<file path="config.mk">
export PLATFORM = sky130hd
export DESIGN_NAME = mem_port_arbiter
export DESIGN_NICKNAME = d
export VERILOG_FILES = /design/src/rtl/mem_arb_pkg.sv /design/src/rtl/arb_pick.sv /design/src/rtl/mem_port_arbiter.sv
export SDC_FILE = /design/constraint.sdc
export NUM_CORES = 1
export LEC_CHECK = 0
export ABC_AREA = 1
export CAP_MARGIN = 20
export CELL_PAD_IN_SITES_DETAIL_PLACEMENT = 2
export CELL_PAD_IN_SITES_GLOBAL_PLACEMENT = 2
export CORE_MARGIN = 1.5
export CORE_UTILIZATION = 22
export CTS_CLUSTER_SIZE = 30
export DETAILED_ROUTE_END_ITERATION = 10
export GPL_ROUTABILITY_DRIVEN = 0
export PLACE_DENSITY_LB_ADDON = 0.1
export SLEW_MARGIN = 30
export SYNTH_ARGS = -nofsm -noshare
export SYNTH_HDL_FRONTEND = slang
export SYNTH_SLANG_ARGS = --single-unit
</file>
<file path="constraint.sdc">
create_clock -name clock -period 2.9 [get_ports clock]
set_clock_uncertainty 0.05 [all_clocks]
set_input_delay 0.87 -clock clock [delete_from_list [all_inputs] [get_ports clock]]
set_output_delay 0.87 -clock clock [all_outputs]
set_load 0.1 [all_outputs]
</file>
<file path="src/rtl/mem_arb_pkg.sv">
// mem_arb_pkg: shared encodings for the memory port arbiter.
// Contents: FSM state encoding (state_e) and requester port ids (port_e).
package mem_arb_pkg;
  typedef enum logic [1:0] {S_IDLE, S_SETUP, S_ACCESS, S_RESP} state_e;
  typedef enum logic {PORT_FETCH = 1'b0, PORT_DATA = 1'b1} port_e;
endpackage

</file>
<file path="src/rtl/arb_pick.sv">
// arb_pick: combinational winner select between the fetch and data ports.
// Ports: f_req/d_req requests, last_grant port granted previously,
//        valid any request present, winner selected port.
// A tie goes to the port not granted last; a constant PORT_FETCH last_grant
// therefore yields fixed data-over-fetch priority.
module arb_pick
  import mem_arb_pkg::*;
(
  input  logic  f_req,
  input  logic  d_req,
  input  port_e last_grant,
  output logic  valid,
  output port_e winner
);
  always_comb begin
    valid  = f_req || d_req;
    winner = (f_req && d_req) ? (last_grant == PORT_DATA ? PORT_FETCH : PORT_DATA)
                              : (d_req ? PORT_DATA : PORT_FETCH);
  end
endmodule

</file>
<file path="src/rtl/mem_port_arbiter.sv">
// mem_port_arbiter: shares one single-port memory between fetch and load/store ports.
// Ports: clock, reset (async, active-high); fetch port f_req/f_addr -> f_ack/f_rdata;
//        data port d_req/d_we/d_addr/d_wdata -> d_ack/d_rdata; memory side
//        mem_read/mem_write/mem_addr/mem_wdata driven, mem_out read back; busy.
// Build option ROUND_ROBIN_EN: ties alternate via a last_grant register;
// otherwise the data port always wins a tie.
module mem_port_arbiter
  import mem_arb_pkg::*;
#(
  parameter int ADDR_W = 16,
  parameter int DATA_W = 16
) (
  input  logic              clock,
  input  logic              reset,
  input  logic              f_req,
  input  logic [ADDR_W-1:0] f_addr,
  output logic              f_ack,
  output logic [DATA_W-1:0] f_rdata,
  input  logic              d_req,
  input  logic              d_we,
  input  logic [ADDR_W-1:0] d_addr,
  input  logic [DATA_W-1:0] d_wdata,
  output logic              d_ack,
  output logic [DATA_W-1:0] d_rdata,
  output logic              mem_read,
  output logic              mem_write,
  output logic [ADDR_W-1:0] mem_addr,
  output logic [DATA_W-1:0] mem_wdata,
  input  logic [DATA_W-1:0] mem_out,
  output logic              busy
);
  state_e            state_q, state_d;
  port_e             id_q, id_d, winner, last_grant;
  logic              we_q, we_d, req_any, grab, cap;
  logic [ADDR_W-1:0] mem_addr_q, mem_addr_d;
  logic [DATA_W-1:0] mem_wdata_q, mem_wdata_d;
  logic [DATA_W-1:0] f_rdata_q, f_rdata_d, d_rdata_q, d_rdata_d;

`ifdef ROUND_ROBIN_EN
  port_e last_grant_q, last_grant_d;
  always_comb last_grant_d = grab ? winner : last_grant_q;
  always_ff @(posedge clock or posedge reset)
    if (reset) last_grant_q <= PORT_FETCH;
    else last_grant_q <= last_grant_d;
  assign last_grant = last_grant_q;
`else
  assign last_grant = PORT_FETCH;
`endif

  arb_pick u_pick (
    .f_req      (f_req),
    .d_req      (d_req),
    .last_grant (last_grant),
    .valid      (req_any),
    .winner     (winner)
  );

  always_ff @(posedge clock or posedge reset) begin
    if (reset) begin
      state_q     <= S_IDLE;
      id_q        <= PORT_FETCH;
      we_q        <= 1'b0;
      mem_addr_q  <= '0;
      mem_wdata_q <= '0;
      f_rdata_q   <= '0;
      d_rdata_q   <= '0;
    end else begin
      state_q     <= state_d;
      id_q        <= id_d;
      we_q        <= we_d;
      mem_addr_q  <= mem_addr_d;
      mem_wdata_q <= mem_wdata_d;
      f_rdata_q   <= f_rdata_d;
      d_rdata_q   <= d_rdata_d;
    end
  end

  always_comb begin
    state_d = state_q == S_IDLE   ? (req_any ? S_SETUP : S_IDLE) :
              state_q == S_SETUP  ? S_ACCESS :
              state_q == S_ACCESS ? S_RESP : S_IDLE;
  end

  // Request fields are captured only on the IDLE grant; later pin changes are ignored.
  always_comb begin
    grab        = state_q == S_IDLE && req_any;
    cap         = state_q == S_ACCESS && !we_q;
    id_d        = grab ? winner : id_q;
    we_d        = grab ? (winner == PORT_DATA && d_we) : we_q;
    mem_addr_d  = grab ? (winner == PORT_DATA ? d_addr : f_addr) : mem_addr_q;
    mem_wdata_d = grab ? (winner == PORT_DATA ? d_wdata : '0) : mem_wdata_q;
    f_rdata_d   = (cap && id_q == PORT_FETCH) ? mem_out : f_rdata_q;
    d_rdata_d   = (cap && id_q == PORT_DATA) ? mem_out : d_rdata_q;
  end

  always_comb begin
    mem_read  = state_q == S_ACCESS && !we_q;
    mem_write = state_q == S_ACCESS && we_q;
    f_ack     = state_q == S_RESP && id_q == PORT_FETCH;
    d_ack     = state_q == S_RESP && id_q == PORT_DATA;
    busy      = state_q != S_IDLE;
    mem_addr  = mem_addr_q;
    mem_wdata = mem_wdata_q;
    f_rdata   = f_rdata_q;
    d_rdata   = d_rdata_q;
  end
endmodule

</file>
==> results by group, run 1 <==
Timing
  • Slew margin rel.: 66.9%
  • Actual slew at the worst max-slew pin: 497 ps
  • Fmax: 416 MHz
  • Crit path time final: 2410 ps
  • Slew Limit Fails: 0
  • Period utilization: 82.9%
  • Final TNS setup: 0 ps
  • Final setup viols: 0
  • Endpoints failing hold: 0
  • RSZ-0062 raised after global routing: false

GRT
  • Antenna violations before repair: 0
  • Largest net degree at the start of global routing: 69
  • GR Overflow Total: 0
  • First-pass GRT wire length: 16.3 mm
  • Vias in the first global route: 3139
  • Total track usage: 15.0%

Layout
  • Share of cells above drive strength 1: 19.7%
  • Area grow syn2layout: 58.0%
  • Ant. Diodes: 0
  • Fin nets: 567

Critical path
  • CP Data Arrival Time: 1490 ps
  • Crit-path max FO: 4
  • Crit path launch type: register
  • CP endpoint kind: primary output
  • WS Path Type: reg -> out
  • CP required: 1980 ps

Job
  • Maxcap violations: 0

Synthesis
  • Avg Cell Area, Syn: 8.27 um^2
  • Syn. warnings: 0
  • Synthesized flop and latch total: 68
  • Synthesized area: 2950 um^2
  • Syn Inst Count: 357
  • Sequential fraction of the synthesis area: 57.6%
  • Leading area contributor after synthesis: dfrtp_1
  • Area contributors post-synth: dfrtp_1, nand2_1, nand3_1, ha_1, buf_6
  • Post-synth top area share: 57.6%
  • Synth cell types: 14
  • Syn Nets: 430

Clock tree
  • Num CTS Buffers: 9
  • Clk slew on worst S/H paths: 50 ps
  • Root buf cell: clkbuf_16
  • Post-CTS Setup Inserts: 0
  • Cts hold-fix bufs: 0
  • CTS sink cnt: 68
  • Worst-skew pair later-pin latency: 330 ps
  • CTS-repair resized insts: 0
  • Max H-tree Level: 3
  • CTS tree: built
  • Maximum clock path buffer count: 2

Place
  • Hpwl dp: 7.07 mm
  • IO Port Bufs: 137

Detailed routing
  • DRT iter0 DRCs: 144
  • DR vias: 2848
  • Vias/cell: 4.23
  • ANT nets after route: 0
  • TritonRoute pass-1 iters: 3
  • Number of remaining DRC errors: 0
  • Final WL: 10.0 mm
  • Wire per inst: 14.9 um

Floorplan
  • Initial Utilization: 22.4%
  • Io pins: 138
  • DIE AREA: 14100 um^2
  • Die Y: 119 um
  • Core Rows: 42
  • Core area: 13200 um^2
  • Die width: 119 um

Min path
  • Min-Delay Path Class: reg -> reg

Outcome
  • Run status: complete, no violations
-- cell usage after synthesis --
| cell type | n |
|---|---|
| nor2_4 | 2 |
| nor2_1 | 2 |
| buf_4 | 3 |
| dfrtp_1 | 68 |
| inv_1 | 9 |
| ha_1 | 4 |
| o21ai_4 | 1 |
| clkbuf_1 | 1 |
| nand3_1 | 32 |
| buf_2 | 8 |
| nand3_2 | 2 |
| nand2_1 | 218 |
| buf_6 | 4 |
| inv_2 | 3 |
-- cells in the final DEF (no fill, tap or decap), drive strengths merged --
| master | count |
|---|---|
| inv | 12 |
| clkdlybuf4s50 | 68 |
| ha | 4 |
| nand3 | 34 |
| o21ai | 1 |
| clkinv | 1 |
| dfrtp | 68 |
| clkbuf | 14 |
| nand2 | 218 |
| buf | 74 |
| nor2 | 4 |
-- layout make-up --
type                       count  area [um^2]
fill                        1511         8530
sequential                    68         1700
timing repair buffer         142         1310
multi-input combinational    261         1100
clock buffer                  14          284
tap                          176          220
inverter                      12         45.0
clock inverter                 1         5.00
-- flip-flops by register name, indices dropped and copies added (netlist names) --
| register | flops |
|---|---|
| we_q | 1 |
| mem_wdata | 16 |
| mem_addr | 16 |
| d_rdata | 16 |
| id_q | 1 |
| f_rdata | 16 |
| state_q | 2 |
-- worst paths after layout --
path / endpoint / start / slack, ps / cells after the start
hold reg to reg: mem_wdata[15] / mem_wdata[15] / 420 / 2
setup / recovery: busy / state_q[1] / 490 / 4
hold / removal: mem_wdata[15] / mem_wdata[15] / 420 / 2
max in group asynchronous: mem_addr[15] / reset / 1590 / 3
setup reg to reg: f_rdata[7] / id_q / 1200 / 4
min in group asynchronous: f_rdata[13] / reset / 880 / 3
-- logic make-up after synthesis --
logic type,synth area share [%]
compound gates,0.551
fa+ha+maj,1.69
simple gates,34.8
buf+inv,5.30
flops,57.6
-- metal layers --
layer / wire length, um / track usage (%) / part of all wire, %
met4: 172 / 5.87 / 1.7
met2: 5010 / 25.7 / 50
met3: 543 / 3.98 / 5.4
met1: 4290 / 18.0 / 43
met5: 0 / 0 / 0
-- through the flow --
stage	setup WS, ps	cells	hold WS [ps]	area [um^2]	utilization [%]
floorplan	268	357	484	2960	-
global placement	641	659	408	4380	33.2
detailed placement	564	659	418	4380	33.2
CTS	451	674	431	4660	35.4
global route	371	674	443	4660	35.4
finish	495	674	425	4660	35.4
-- critical path, cell delays in order (launching register included) --
cell,delay [ps]
dfrtp_1,400
inv_1,60
ha_1,250
inv_1,230
buf_12,210
Power of run 1 is left out: the tool's default activity adds up to more than one toggle a clock period on the data nets, which glitch-free logic cannot reach.
==> inputs of run 2 (changes only) <==
--- a/config.mk
+++ b/config.mk
@@ -10,7 +10,7 @@
 export CELL_PAD_IN_SITES_DETAIL_PLACEMENT = 2
 export CELL_PAD_IN_SITES_GLOBAL_PLACEMENT = 2
 export CORE_MARGIN = 1.5
-export CORE_UTILIZATION = 22
+export CORE_UTILIZATION = 20
 export CTS_CLUSTER_SIZE = 30
 export DETAILED_ROUTE_END_ITERATION = 10
 export GPL_ROUTABILITY_DRIVEN = 0
==> constraint.sdc (replaced) <==
create_clock -name clock -period 2.13 [get_ports clock]
set_clock_uncertainty 0.05 [all_clocks]
set_input_delay 0.639 -clock clock [delete_from_list [all_inputs] [get_ports clock]]
set_output_delay 0.639 -clock clock [all_outputs]
set_load 0.1 [all_outputs]
==> results by group, run 2 (synthesis results as in run 1) <==
Clock tree
  • Post-CTS Setup Inserts: 0 (unchanged)
  • CTS tree: built (unchanged)
  • Num CTS Buffers: 9 (unchanged)
  • Clk slew on worst S/H paths: 60 ps (was 50 ps)
  • CTS sink cnt: 68 (unchanged)
  • Max H-tree Level: 3 (unchanged)
  • Maximum clock path buffer count: 2 (unchanged)
  • Root buf cell: clkbuf_16 (unchanged)
  • Worst-skew pair later-pin latency: 330 ps (about the same)
  • Cts hold-fix bufs: 0 (unchanged)

Critical path
  • CP Depth: 4 (unchanged)
  • CP top delay family: flip-flops (was buffers and inverters)
  • Crit path cell chain: inv_1, ha_2, inv_2, buf_12 (was inv_1, ha_1, inv_1, buf_12)
  • Bufs and invs on worst path: 3 (unchanged)
  • CP required: 1440 ps (was 1980 ps)
  • Slowest cell delay on critical path: 440 ps (was 400 ps)
  • CP endpoint kind: primary output (unchanged)
  • CP Data Arrival Time: 1340 ps (was 1490 ps)
  • Critical path's slowest cell: dfrtp_2 (was dfrtp_1)
  • WS Path Type: reg -> out (unchanged)
  • Crit path launch type: register (unchanged)
  • Setup slack, reg-to-reg: 550 ps (was 1200 ps)
  • Crit-path max FO: 4 (unchanged)
  • R2R cell count: 4 (unchanged)

Detailed routing
  • Number of remaining DRC errors: 0 (unchanged)
  • Final WL: 10.5 mm (was 10.0 mm)
  • ANT nets after route: 0 (unchanged)
  • TritonRoute pass-1 iters: 4 (was 3)
  • DR vias: 2853 (was 2848)
  • Wire per inst: 15.4 um (was 14.9 um)
  • Vias/cell: 4.17 (was 4.23)
  • DRT iter0 DRCs: 96 (was 144)

Layout
  • Commonest non-fill, non-tap cell in the layout: nand2_1 (unchanged)
  • Share of cells above drive strength 1: 20.6% (was 19.7%)
  • Fin nets: 569 (was 567)
  • Post-Layout Cell Count: 684 (was 674)
  • Ant. Diodes: 0 (unchanged)
  • Commonest non-fill, non-tap cells in the layout: nand2_1, buf_12, clkdlybuf4s50_1 (was nand2_1, dfrtp_1, clkdlybuf4s50_1, buf_4, nand3_1)
  • Util after Layout: 38.1% (was 35.4%)
  • Area grow syn2layout: 86.9% (was 58.0%)

GRT
  • Total track usage: 14.2% (was 15.0%)
  • First-pass GRT wire length: 17.1 mm (was 16.3 mm)
  • Vias in the first global route: 3209 (was 3139)
  • Largest net degree at the start of global routing: 69 (unchanged)
  • Antenna violations before repair: 0 (unchanged)
  • GR Overflow Total: 0 (unchanged)

Timing
  • RSZ-0062 raised after global routing: false (unchanged)
  • Slew Limit Fails: 0 (unchanged)
  • Actual slew at the worst max-slew pin: 517 ps (was 497 ps)
  • Crit path time final: 2030 ps
  • Endpoints failing hold: 0 (unchanged)
  • Slew margin rel.: 65.5% (was 66.9%)
  • Fmax: 492 MHz
  • Final TNS setup: 0 ps (unchanged)
  • Period utilization: 95.5%
  • Final setup viols: 0 (unchanged)

Floorplan
  • DIE AREA: 15500 um^2 (was 14100 um^2)
  • Core Rows: 44 (was 42)
  • Io pins: 138 (unchanged)
  • Die Y: 125 um (was 119 um)
  • Die width: 125 um (was 119 um)
  • Core area: 14500 um^2 (was 13200 um^2)
  • Initial Utilization: 20.4% (was 22.4%)

Place
  • IO Port Bufs: 137 (unchanged)
  • Post-Place Cells: 669 (was 659)
  • Hpwl dp: 7.59 mm (was 7.07 mm)

Min path
  • Min-Delay Path Class: reg -> reg (unchanged)
  • Hold path depth: 2 (unchanged)

Job
  • Maxcap violations: 0 (unchanged)

Outcome
  • Run status: complete, no violations (unchanged)
==> run 2: per-stage QoR <==
stage | setup WS (ps) | instance area, um^2 | hold WS [ps]
finish | 96.3 | 5520 | 483
global placement | 89.6 | 5220 | 469
global route | 18.3 | 5520 | 512
floorplan | -97.6 | 2960 | 484
CTS | -28.7 | 5510 | 490
detailed placement | -31.1 | 5220 | 476
==> run 2: repair_timing <==
item / CTS / global route
endpoints found under the setup margin: 3 / 3
gates resized for setup: 2 / 4
endpoints found under the hold margin: 0 / 0
cloned: 0 / 0
==> run 2: final timing paths <==
check,from,endpoint
setup / recovery,state_q[1],busy
hold / removal,mem_wdata[1],mem_wdata[1]
setup reg to reg,id_q,d_rdata[15]
hold reg to reg,mem_wdata[1],mem_wdata[1]
max in group asynchronous,reset,state_q[1]
min in group asynchronous,reset,f_rdata[12]
==> run 2: layer usage <==
metal | up-vias | track usage (%) | part of all wire (%) | wire [um]
met5 | - | 0 | 0 | 0
li1 | 1365 | - | - | -
met3 | 13 | 3.48 | 4.9 | 515
met4 | 0 | 5.88 | 1.8 | 192
met1 | 1400 | 16.3 | 42 | 4460
met2 | 75 | 25.2 | 51 | 5340
==> run 2: worst register-to-register path: stages, from the launching register on <==
cell	delay, ps
dfrtp_1	510
buf_4	290
nand3_2	360
nand2_1	190
nand2_1	60
==> run 2: area by class of cell <==
class	count	area, um^2
fillers	1549	8960
multi-input cells	261	1110
inverters	12	48.8
repair buffers	144	2140
flip-flops and latches	68	1700
well taps	184	230
clock buffers	13	250
clock inverters	2	35.0
Power of run 2 is left out for the same reason.
